### config.mk
export PLATFORM = sky130hd
export DESIGN_NAME = unary_add_seq
export DESIGN_NICKNAME = d
export VERILOG_FILES = /design/src/rtl/unary_add_seq.sv
export SDC_FILE = /design/constraint.sdc
export NUM_CORES = 1
export LEC_CHECK = 0
export BUFFER_PORTS_ARGS = -buffer_cell sky130_fd_sc_hd__buf_2
export CAP_MARGIN = 20
export CORE_MARGIN = 2
export CORE_UTILIZATION = 50
export CTS_CLUSTER_DIAMETER = 80
export DETAILED_ROUTE_END_ITERATION = 6
export PLACE_DENSITY = 0.77
export RECOVER_POWER = 100
export SYNTH_ARGS = -nofsm -noshare
export SYNTH_HDL_FRONTEND = slang
export SYNTH_SLANG_ARGS = --single-unit
### constraint.sdc
create_clock -name clk -period 1.6 [get_ports clk]
set_clock_uncertainty 0.1 [all_clocks]
set_input_delay 0.24 -clock clk [delete_from_list [all_inputs] [get_ports clk]]
set_output_delay 0.24 -clock clk [all_outputs]
set_load 0.01 [all_outputs]
### src/rtl/unary_add_seq.sv
// unary_add_seq: sequencer around the serial unary adder stage.
// Accepts two binary operands over valid/ready, serialises them as front-aligned
// unary streams on A/B (read phase), drains the adder (write phase) by counting
// dout pulses back to binary, captures the carry pulse C, and presents
// {carry, sum} on an output valid/ready handshake. One operation in flight.
//
// Ports:
//   clk, rst_n            clock, asynchronous active-low reset
//   op_a, op_b            binary operands          in_valid / in_ready
//   A, B, en, read_or_write  adder control/stream outputs
//   dout, C               registered adder result stream and carry pulse
//   sum, carry            binary result            out_valid / out_ready
//   err                   only with UNARY_SEQ_TIMEOUT_ERR_EN defined: write phase
//                         ended on the MAX_WRITE limit rather than dout==0
//
// Optional feature macro: UNARY_SEQ_TIMEOUT_ERR_EN
module unary_add_seq #(
    parameter int unsigned WIDTH     = 3,
    parameter int unsigned MAX_WRITE = 9
) (
    input  logic             clk,
    input  logic             rst_n,
    input  logic [WIDTH-1:0] op_a,
    input  logic [WIDTH-1:0] op_b,
    input  logic             in_valid,
    output logic             in_ready,
    output logic             A,
    output logic             B,
    output logic             en,
    output logic             read_or_write,
    input  logic             dout,
    input  logic             C,
    output logic [WIDTH-1:0] sum,
    output logic             carry,
    output logic             out_valid,
`ifdef UNARY_SEQ_TIMEOUT_ERR_EN
    output logic             err,
`endif
    input  logic             out_ready
);

    localparam int unsigned WCW = $clog2(MAX_WRITE + 1);

    typedef enum logic [2:0] {IDLE, READ, FLUSH, WRITE, DONE} state_t;

    state_t           state_q, state_d;
    logic [WIDTH-1:0] opa_q, opa_d, opb_q, opb_d, len_q, len_d;
    logic [WIDTH-1:0] rcnt_q, rcnt_d;
    logic [WCW-1:0]   wcnt_q, wcnt_d;
    logic             a_bit_d, b_bit_d, en_d, rw_d, carry_d, out_valid_d, in_ready_d;
    logic [WIDTH-1:0] sum_d;
    logic [WIDTH-1:0] max_op_c;
    logic             first_write_c, done_by_zero_c, done_by_limit_c;
`ifdef UNARY_SEQ_TIMEOUT_ERR_EN
    logic             err_d;
`endif

    assign max_op_c        = (op_a > op_b) ? op_a : op_b;
    // Write cycle 1 still shows read-phase dout, so it is never sampled.
    assign first_write_c   = (wcnt_q == WCW'(1));
    assign done_by_zero_c  = !first_write_c && !dout;
    assign done_by_limit_c = !done_by_zero_c && (wcnt_q == WCW'(MAX_WRITE));

    // State and registered outputs
    always_ff @(posedge clk or negedge rst_n) begin
        if (!rst_n) begin
            state_q       <= IDLE;
            opa_q         <= '0;
            opb_q         <= '0;
            len_q         <= '0;
            rcnt_q        <= '0;
            wcnt_q        <= '0;
            A             <= 1'b0;
            B             <= 1'b0;
            en            <= 1'b0;
            read_or_write <= 1'b0;
            sum           <= '0;
            carry         <= 1'b0;
            out_valid     <= 1'b0;
            in_ready      <= 1'b1;
`ifdef UNARY_SEQ_TIMEOUT_ERR_EN
            err           <= 1'b0;
`endif
        end else begin
            state_q       <= state_d;
            opa_q         <= opa_d;
            opb_q         <= opb_d;
            len_q         <= len_d;
            rcnt_q        <= rcnt_d;
            wcnt_q        <= wcnt_d;
            A             <= a_bit_d;
            B             <= b_bit_d;
            en            <= en_d;
            read_or_write <= rw_d;
            sum           <= sum_d;
            carry         <= carry_d;
            out_valid     <= out_valid_d;
            in_ready      <= in_ready_d;
`ifdef UNARY_SEQ_TIMEOUT_ERR_EN
            err           <= err_d;
`endif
        end
    end

    // Next state and next registered outputs
    always_comb begin
        state_d     = state_q;
        opa_d       = opa_q;
        opb_d       = opb_q;
        len_d       = len_q;
        rcnt_d      = rcnt_q;
        wcnt_d      = wcnt_q;
        a_bit_d     = 1'b0;
        b_bit_d     = 1'b0;
        en_d        = 1'b0;
        rw_d        = 1'b0;
        sum_d       = sum;
        carry_d     = carry;
        out_valid_d = out_valid;
        in_ready_d  = 1'b0;
`ifdef UNARY_SEQ_TIMEOUT_ERR_EN
        err_d       = err;
`endif

        // Sticky carry over the window where the adder may emit C
        if ((state_q == READ) || (state_q == FLUSH) ||
            ((state_q == WRITE) && first_write_c)) begin
            carry_d = carry | C;
        end

        case (state_q)
            IDLE: begin
                in_ready_d = 1'b1;
                if (in_valid && in_ready) begin
                    in_ready_d = 1'b0;
                    opa_d      = op_a;
                    opb_d      = op_b;
                    len_d      = max_op_c;
                    sum_d      = '0;
                    carry_d    = 1'b0;
                    en_d       = 1'b1;
                    if (max_op_c == '0) begin
                        rcnt_d  = '0;
                        state_d = FLUSH;
                    end else begin
                        // Outputs for read cycle 0 are registered here; rcnt
                        // holds the index of the next read cycle.
                        a_bit_d = (op_a != '0);
                        b_bit_d = (op_b != '0);
                        rcnt_d  = WIDTH'(1);
                        state_d = READ;
                    end
                end
            end
            READ: begin
                en_d = 1'b1;
                if (rcnt_q == len_q) begin
                    state_d = FLUSH;
                end else begin
                    a_bit_d = (rcnt_q < opa_q);
                    b_bit_d = (rcnt_q < opb_q);
                    rcnt_d  = WIDTH'(rcnt_q + WIDTH'(1));
                end
            end
            FLUSH: begin
                en_d    = 1'b1;
                rw_d    = 1'b1;
                wcnt_d  = WCW'(1);
                state_d = WRITE;
            end
            WRITE: begin
                en_d = 1'b1;
                rw_d = 1'b1;
                if (!first_write_c && dout) begin
                    sum_d = WIDTH'(sum + WIDTH'(1));
                end
                if (done_by_zero_c || done_by_limit_c) begin
                    en_d        = 1'b0;
                    rw_d        = 1'b0;
                    out_valid_d = 1'b1;
                    state_d     = DONE;
`ifdef UNARY_SEQ_TIMEOUT_ERR_EN
                    err_d       = done_by_limit_c;
`endif
                end else begin
                    wcnt_d = WCW'(wcnt_q + WCW'(1));
                end
            end
            DONE: begin
                if (out_valid && out_ready) begin
                    out_valid_d = 1'b0;
                    in_ready_d  = 1'b1;
                    state_d     = IDLE;
`ifdef UNARY_SEQ_TIMEOUT_ERR_EN
                    err_d       = 1'b0;
`endif
                end
            end
            default: begin
                state_d = IDLE;
            end
        endcase
    end

endmodule

==> results of run 1 <==
-- power by group through the flow --
stage,Sequential [mW],Clock [mW],Combinational [mW]
floorplan,1.31,0,1.20
global placement,1.28,0,2.01
detailed placement,1.30,0,2.10
CTS,1.30,0.435,2.35
global route,1.34,0.476,2.72
finish,1.31,0.427,2.47
-- path summary, 6_finish.rpt --
kind                                 startpoint                endpoint  slack [ns]
setup / recovery           len_q[0]$_DFFE_PN0P_             A$_DFF_PN0_       -0.07
hold / removal                                C         carry$_DFF_PN0_        0.04
setup reg to reg           len_q[0]$_DFFE_PN0P_             A$_DFF_PN0_       -0.07
hold reg to reg            opb_q[0]$_DFFE_PN0P_    opb_q[0]$_DFFE_PN0P_        0.39
max in group asynchronous                 rst_n  state_q[2]$_DFFE_PN0P_        0.50
min in group asynchronous                 rst_n   wcnt_q[1]$_DFFE_PN0P_        0.39
-- metrics by stage --
stage          setup WS [ns]  cell area (um2)  TNS, ns  instances   util
2_1_floorplan        -0.0315             1630  -0.0315        173      -
6_report             -0.0748             2200   -0.234        280  0.715
4_1_cts              -0.0406             2180  -0.0413        278  0.710
3_3_place_gp          -0.147             2030   -0.585        265  0.658
3_5_place_dp          -0.215             2030    -1.51        265  0.658
5_1_grt               -0.115             2200    -1.31        280  0.715
-- cells in the mapped netlist (2+ instances only) --
library cell	number
xnor2_1	3
a21oi_1	8
a22o_1	4
o21ai_0	15
nand2b_1	5
nor3_1	7
mux2_2	2
a211o_1	2
clkbuf_1	3
nor2_1	14
nand2_1	27
nand3_1	4
inv_1	10
mux2i_1	3
dfrtp_1	28
ha_1	11
buf_2	2
a21boi_0	2
a21o_1	3
-- cell families (layout without fill, tap and decap cells) --
kind of cell               count (synthesis)  after routing  share of synthesized area
AOI/OAI and AO/OA                         43             43                      0.181
and+or+nand+nor                           65             65                      0.190
xor gates and xnor gates                   4              4                     0.0216
muxes                                      5              5                     0.0324
buffers and inverters                     16             79                     0.0409
DFF                                       29             29                      0.449
adders and majority gates                 11             11                     0.0849
-- critical path, delay by kind of cell (launching register included) --
| kind | cells | cell delay (ns) |
|---|---|---|
| compound gates | 2 | 0.41 |
| flops | 1 | 0.43 |
| buf+inv | 2 | 0.28 |
| xor+xnor | 1 | 0.34 |
-- repair_timing --
action | in CTS | in global routing
hold buffers | 1 | 0
hold endpoints to repair | 28 | 0
pin swaps | 6 | 4
resized for setup | 15 | 5
setup buffers | 5 | 2
setup endpoints to repair | 14 | 18
-- area by class of cell --
class / count / share of cell area
clock buffers: 8 / 0.0222
inverters: 10 / 0.0171
multi-input cells: 128 / 0.416
flip-flops and latches: 29 / 0.331
well taps: 44 / 0.0250
repair buffers: 61 / 0.188
-- layer usage --
| metal | global-route usage | part of all wire | up-vias |
|---|---|---|---|
| met5 | 0 | 0 | - |
| met4 | 0.155 | 0.031 | 0 |
| met3 | 0.0725 | 0.035 | 12 |
| met2 | 0.436 | 0.54 | 31 |
| met1 | 0.267 | 0.39 | 729 |
| li1 | - | - | 728 |
-- cells in the final DEF (no fill, tap or decap), types with 2 or more instances in the layout --
cell type	synthesis	final
buf_4	1	33
dfrtp_1	28	27
nand2_1	27	26
nor2_1	14	14
clkbuf_1	3	13
o21ai_0	15	12
buf_2	2	11
ha_1	11	10
inv_1	10	9
a21oi_1	8	7
nor3_1	7	5
clkbuf_4	0	5
nand2b_1	5	4
a22o_1	4	4
a21o_1	3	3
nand3_1	4	3
o21ai_1	1	3
mux2i_1	3	3
buf_6	0	3
xnor2_1	3	2
or3b_4	1	2
nor3_2	0	2
a211o_1	2	2
clkbuf_2	0	2
-- sequential cells by signal, indices dropped and copies added (netlist names), 3 cells and up --
register,count
len_q,3
opa_q,3
opb_q,3
rcnt_q,3
state_q,3
sum,3
wcnt_q,4
==> run summary, run 1 <==
Status - finished with violations
Failing checks - negative setup slack
Min Hold Slack - 0.0384 ns
# fillers - 238
Data arrival, critical path - 1.79 ns
#FFs+latches synth - 29
Max clock buf depth - 2
Switch share - 0.405
Worst-skew pair later-pin latency - 0.34 ns
Core area - 3080 um2
DIE WIDTH - 60.9 um
Hold/Removal Path Class - in2reg
Fmax - 597 MHz
Vias - 1500
Required time of the critical path - 1.72 ns
Clk network pwr share - 0.102
GRT overflow - 0
Final Cycle Share - 1.05
1st-iter DRT viols - 94
Critical Path Sink Type - register
WHS Path Cells - 3
Vias per cell - 5.36
Die Ht - 60.9 um
Minimum clock period - 1.67 ns
Num ports - 22
Crit path max fanout - 4
Hold Vio Cnt, Final - 0
FF+latch area - 728 um2
Vias in the first global route - 1552
Cell Chain, Critical Path - xnor2_1, a31oi_4, buf_6, buf_6, a22o_1
Total CTS buffers - 5
Max IR drop VDD - 1.07 mV
CTS clk-pin slew, worst paths - 0.09 ns
Most common cell on crit path - buf_6
CTS tree - done
Routability congestion estimate - 0.854
CTS root buf - clkbuf_4
Worst setup SP type - register
Gate Count Post-Synth - 173
Largest net degree at the start of global routing - 30
WL final - 4100 um
Worst Reg-to-Reg Cells - 5
Int Pwr - 2.50 mW
Seq/Total Area, Yosys - 0.449
Clock sinks - 29
Main synth FF type - dfrtp_1
Fin. max-slew vios - 0
H-tree levels - 2
Ratio of cells with drive above 1 in the final layout - 0.331
Least-Margin Pin Slew - 0.739 ns
Initial Utilization - 0.526
First-pass GRT wire length - 6610 um
All-Layer GR Usage - 0.251
Slowest Stage Delay on Critical Path - 0.43 ns
Die Area - 3710 um2
Setup CP Type - reg2reg
Core Rows - 20
PortBufs - 21
Netlist Area Pre-Place - 1620 um2
Drt drc - 0
Detailed Routing Iterations Pass 1 - 4
Sequential power share - 0.312
Final setup fails - 7
Initial antenna violation count - 0
Post-detail-place hpwl - 2950 um
Power per cell area - 1910 nW/um2
Area leader, netlist - dfrtp_1
Power consumption - 4.21 mW
Number of flops mapped to enable cells by yosys - 0
Post-synthesis cell type count - 39
Critical path's slowest cell - dfrtp_1
Wire per inst - 14.6 um
Area share of the largest cell type after synthesis - 0.432
Mean Syn Cell Area - 9.37 um2
Synth-to-Final Area Change - 35.8%
Ys Warns - 0
Nets@finish - 258
Top cells by area, synth - dfrtp_1 (43%), ha_1 (8.5%), nand2_1 (6.3%), o21ai_0 (4.6%), nor2_1 (3.2%)
Antenna Violating Nets Remaining - 0
Switching Power - 1.71 mW
RSZ-0062 raised after global routing - yes
Comb pwr share - 0.586
Pleak - 1.06 nW
Post-synth ARST share - 1.00
N_diodes - 0
Max_cap viols - 0
Slew HR - 0.507
Final Worst Setup Slack - -0.0748 ns
Multi-input gate area - 916 um2
Syn_nets - 196
Power figures use the tool's default switching activity.
==> run 2, diff against run 1 <==
- CELL_PAD_IN_SITES_DETAIL_PLACEMENT: unset -> 0
- CELL_PAD_IN_SITES_GLOBAL_PLACEMENT: unset -> 1
- CORE_UTILIZATION: 50 -> 39
- PLACE_DENSITY: 0.77 -> unset
- PLACE_DENSITY_LB_ADDON: unset -> 0.15
==> run 2 against run 1 <==
The run still ends with negative setup slack left; count of clock-buffer cells in the layout fell by 2; sequential share of layout area fell by 1.6 points; total power rose by 9.5%; worst setup slack improved by 0.010 ns; fmax rose by 0.60%; global-route usage fell by 4.9 points; sequential power barely moved; largest power group unchanged; highest routed layer unchanged.
==> run summary, run 2 (synthesis results as in run 1) <==
Max_cap viols - 0
RSZ-0062 raised after global routing - yes
Final Worst Setup Slack - -0.0647 ns
Switching Power - 1.76 mW
CTS clk-pin slew, worst paths - 0.06 ns
Synth-to-Final Area Change - 42.9%
N_diodes - 0
WL final - 4070 um
Initial antenna violation count - 0
Vias per cell - 5.16
Post-detail-place hpwl - 2950 um
Clk network pwr share - 0.172
Min Hold Slack - 0.128 ns
CP top delay family - flip-flops
Setup CP Type - reg2reg
Nets@finish - 260
GRT overflow - 0
CTS root buf - clkbuf_8
Placed cell count - 272
Cell Chain, Critical Path - ha_4, nor3b_4, a21oi_4, nor2_1, mux2_4, a21oi_2
Required time of the critical path - 1.71 ns
Slowest Stage Delay on Critical Path - 0.41 ns
H-tree levels - 2
Pleak - 1.09 nW
Commonest non-fill, non-tap cells in the layout - buf_4 (39), dfrtp_1 (25), nand2_1 (24), nor2_1 (12)
Switch share - 0.381
Power consumption - 4.61 mW
PortBufs - 21
CTS tree - done
Most common cell after layout, fill and taps aside - buf_4
Worst setup SP type - register
Ratio of cells with drive above 1 in the final layout - 0.391
Most flops, register - wcnt_q
DP Worst Slack - -0.218 ns
Largest register FFs - 4
Hold/Removal Path Class - in2reg
Minimum clock period - 1.66 ns
Wire per inst - 14.1 um
Largest net degree at the start of global routing - 30
Vias - 1485
Initial Utilization - 0.405
Hold Vio Cnt, Final - 0
Max IR drop VDD - 0.844 mV
Critical path's slowest cell - dfrtp_1
Final Cycle Share - 1.04
Num ports - 22
Antenna Violating Nets Remaining - 0
Sequential power share - 0.285
Detailed Routing Iterations Pass 1 - 4
Non-Filler Instances - 288
# fillers - 358
Least-Margin Pin Slew - 0.750 ns
Data arrival, critical path - 1.78 ns
Drt drc - 0
Crit path max fanout - 8
Total CTS buffers - 5
Int Pwr - 2.85 mW
Status - finished with violations
DIE WIDTH - 68.5 um
Die Area - 4690 um2
Fmax - 601 MHz
Worst-skew pair later-pin latency - 0.28 ns
Vias in the first global route - 1479
Critical path buffer and inverter count - 0
Critical Path Sink Type - register
Slew HR - 0.500
Die Ht - 68.5 um
1st-iter DRT viols - 46
Failing checks - negative setup slack
Clock sinks - 29
Routability congestion estimate - 0.826
Comb pwr share - 0.543
Final setup fails - 6
First-pass GRT wire length - 6870 um
Core area - 4000 um2
Power per cell area - 1990 nW/um2
Core Rows - 23
All-Layer GR Usage - 0.202
Max clock buf depth - 2
Fin. max-slew vios - 0
-- run 2: changes by cell type in the layout (fill, tap and decap cells not counted), moves of 3 or more --
| cell | previous run | this run |
|---|---|---|
| buf_4 | 33 | 39 |
| clkbuf_1 | 13 | 10 |
| clkbuf_4 | 5 | 0 |
| clkbuf_8 | 0 | 6 |
| nand2_2 | 0 | 3 |
-- run 2: worst reg2reg max path: cells and delay by family (launching register included) --
kind	cells	cell delay (ns)
compound gates	2	0.37
fa+ha+maj	1	0.19
flops	1	0.41
mux	1	0.27
simple gates	2	0.27
-- run 2: final timing paths --
kind | start | endpoint | slack [ns] | cells after the start
max | wcnt_q[0]$_DFFE_PN0P_ | wcnt_q[0]$_DFFE_PN0P_ | -0.06 | 6
min | out_ready | out_valid$_DFFE_PN0P_ | 0.13 | 4
max reg2reg | wcnt_q[0]$_DFFE_PN0P_ | wcnt_q[0]$_DFFE_PN0P_ | -0.06 | 6
min reg2reg | opb_q[0]$_DFFE_PN0P_ | opb_q[0]$_DFFE_PN0P_ | 0.40 | 2
max in group asynchronous | rst_n | state_q[1]$_DFFE_PN0P_ | 0.42 | 2
min in group asynchronous | rst_n | state_q[0]$_DFFE_PN0P_ | 0.45 | 2
-- run 2: layout make-up --
type                       instances  area, um2  share of cell area
clock buffer                       6       82.6              0.0357
tap                               50       62.6              0.0270
multi-input combinational        128        947               0.409
clock inverter                     2       37.5              0.0162
inverter                          10       37.5              0.0162
timing repair buffer              63        418               0.180
sequential                        29        731               0.316
-- run 2: through the flow --
step,setup TNS [ns],util,area (um2)
after floorplan,-0.0315,-,1630
after global placement,-0.968,0.507,2030
after detailed placement,-1.35,0.507,2030
after CTS,-0.000157,0.570,2280
after global routing,-0.807,0.579,2320
final,-0.162,0.579,2320
-- run 2: power groups by stage --
| stage | clock [mW] | combinational, mW | sequential [mW] |
|---|---|---|---|
| 2_1_floorplan | 0 | 1.20 | 1.31 |
| 3_3_place_gp | 0 | 2.02 | 1.29 |
| 3_5_place_dp | 0 | 2.08 | 1.31 |
| 4_1_cts | 0.809 | 2.38 | 1.30 |
| 5_1_grt | 0.844 | 2.77 | 1.36 |
| 6_report | 0.793 | 2.50 | 1.31 |
-- run 2: layer usage --
metal / up-vias / share of wire / global-route usage
met1: 722 / 0.46 / 0.258
met5: - / 0 / 0
li1: 730 / - / -
met2: 27 / 0.50 / 0.333
met4: 0 / 0.015 / 0.0750
met3: 6 / 0.032 / 0.0444
-- run 2: timing repair --
action,in CTS,in global routing
setup endpoints to repair,13,19
pin swaps,7,7
gates resized for setup,14,16
setup buffers,7,0
endpoints found under the hold margin,28,0
hold buffers,1,0
==> run 3, diff against run 2 <==
==> constraint.sdc (replaced) <==
create_clock -name clk -period 1.6 [get_ports clk]
set_clock_uncertainty 0.1 [all_clocks]
set_input_delay 0.16 -clock clk [delete_from_list [all_inputs] [get_ports clk]]
set_output_delay 0.16 -clock clk [all_outputs]
set_load 0.01 [all_outputs]
==> run 3 against run 2 <==
The flow still finishes with violations (negative setup slack); worst hold slack worse by 0.11 ns; via count shrank 1.8%; worst setup slack better by 0.044 ns; global-route usage down 1.7 points; flip-flop and latch count unchanged; clock power down 17%; sequential power about the same; fmax is 2.7% higher.
==> run summary, run 3 (synthesis results as in run 1) <==
DIE WIDTH - 68.5 um
Setup CP Type - reg2reg
Initial antenna violation count - 0
Power per cell area - 1910 nW/um2
Post-detail-place hpwl - 2830 um
Synth-to-Final Area Change - 41.0%
Pleak - 1.09 nW
All-Layer GR Usage - 0.185
RSZ-0062 raised after global routing - yes
Power consumption - 4.36 mW
Max clock buf depth - 2
Post-DP Area - 2020 um2
Final Worst Setup Slack - -0.0204 ns
Final setup fails - 5
Register-to-register setup slack - -0.02 ns
WHS Path Cells - 3
Final Cycle Share - 1.01
N_diodes - 0
WL final - 3890 um
Commonest non-fill, non-tap cells in the layout - buf_4 (38), dfrtp_1 (25), nand2_1 (24)
Fin. max-slew vios - 0
Most flops, register - wcnt_q
Non-Filler Instances - 288
Largest register FFs - 4
Post-route cell area - 2280 um2
Least-Margin Pin Slew - 0.734 ns
Critical path's slowest cell - dfrtp_2
Hold/Removal Path Class - in2reg
Drt drc - 0
Required time of the critical path - 1.67 ns
DP Worst Slack - -0.263 ns
RR Startpoint - state_q[0]$_DFFE_PN0P_
Worst Reg-to-Reg Cells - 5
GRT overflow - 0
1st-iter DRT viols - 29
Failing checks - negative setup slack
Cell Chain, Critical Path - or3b_4, a31oi_4, nand2_1, nand3_1, o21ai_1
Critical path buffer and inverter count - 0
Initial Utilization - 0.405
CP top delay family - simple AND/OR/NAND/NOR gates
Max_cap viols - 0
Routability congestion estimate - 0.799
Placed cell count - 272
Vias - 1459
Min Hold Slack - 0.0219 ns
Vias per cell - 5.07
First-pass GRT wire length - 6290 um
Critical Path Sink Type - register
Largest net degree at the start of global routing - 30
Data arrival, critical path - 1.69 ns
Wire per inst - 13.5 um
Core Rows - 23
CTS tree - done
Die Area - 4690 um2
Max IR drop VDD - 0.798 mV
Antenna Violating Nets Remaining - 0
Core area - 4000 um2
Total CTS buffers - 5
Nets@finish - 260
Slowest Stage Delay on Critical Path - 0.45 ns
Detailed Routing Iterations Pass 1 - 4
Crit path max fanout - 7
H-tree levels - 2
Worst-skew pair later-pin latency - 0.28 ns
Worst reg2reg path endpoint - rcnt_q[2]$_DFFE_PN0P_
Worst setup SP type - register
Die Ht - 68.5 um
Num ports - 22
Most common cell after layout, fill and taps aside - buf_4
Status - finished with violations
Minimum clock period - 1.62 ns
Fmax - 617 MHz
Clock sinks - 29
# fillers - 350
Hold Vio Cnt, Final - 0
CTS root buf - clkbuf_8
Multi-input gate area - 928 um2
Hold_sp - C
FF+latch area - 731 um2
CTS clk-pin slew, worst paths - 0.06 ns
Slew HR - 0.510
PortBufs - 21
Ratio of cells with drive above 1 in the final layout - 0.387
WHS Endpoint - carry$_DFF_PN0_
Vias in the first global route - 1353
==> run 3: cell types whose count changed in the layout (fill, tap and decap cells not counted), sizes merged <==
cell / change
clkbuf: -1
bufinv: -1
clkinvlp: -1
clkinv: +1
buf: +2
==> run 3: area by class of cell <==
cell class                      count  share of cell area
Clock buffer                        7              0.0422
Clock inverter                      1             0.00219
Inverter                           10              0.0164
Multi-Input combinational cell    128               0.406
Sequential cell                    29               0.320
Tap cell                           50              0.0274
Timing Repair Buffer               63               0.186
==> run 3: where the power goes <==
group	total (mW)	switching, mW	internal, mW
Sequential	1.34	0.268	1.07
Combinational	2.36	1.13	1.23
Clock	0.660	0.273	0.388
==> run 3: worst max-delay path by stage <==
stage,cells past startpoint,from,endpoint
after floorplan,5,wcnt_q[0]$_DFFE_PN0P_,sum[0]$_DFFE_PN0P_
final,5,state_q[0]$_DFFE_PN0P_,rcnt_q[2]$_DFFE_PN0P_
after global placement,8,op_a[0],rcnt_q[0]$_DFFE_PN0P_
after global routing,7,wcnt_q[1]$_DFFE_PN0P_,out_valid$_DFFE_PN0P_
after detailed placement,8,op_b[1],rcnt_q[0]$_DFFE_PN0P_
after CTS,6,wcnt_q[0]$_DFFE_PN0P_,wcnt_q[0]$_DFFE_PN0P_
==> run 3: metal layers <==
metal / up-vias / track usage / part of all wire
met3: 9 / 0.0493 / 0.038
met2: 32 / 0.282 / 0.45
met1: 687 / 0.251 / 0.49
met4: 0 / 0.0675 / 0.019
met5: - / 0 / 0
li1: 731 / - / -
==> run 3: what timing repair did <==
| action | 4_1_cts | 5_1_grt |
|---|---|---|
| gates resized for setup | 10 | 20 |
| hold buffers | 1 | 0 |
| pin swaps | 4 | 9 |
| setup buffers | 6 | 1 |
| hold endpoints to repair | 28 | 0 |
| setup endpoints to repair | 14 | 19 |
==> run 3: metrics by stage <==
step,util,setup TNS (ns)
after floorplan,-,-0.0315
after global placement,0.505,-0.547
after detailed placement,0.505,-1.14
after CTS,0.556,-0.000453
after global routing,0.571,-0.699
final,0.571,-0.0627
==> run 3: tightest hold or removal path, delay by kind of cell <==
family                 cells  cell delay, ns
AO/OA/AOI/OAI              1            0.04
AND/OR/NAND/NOR            1            0.07
buffers and inverters      1            0.09
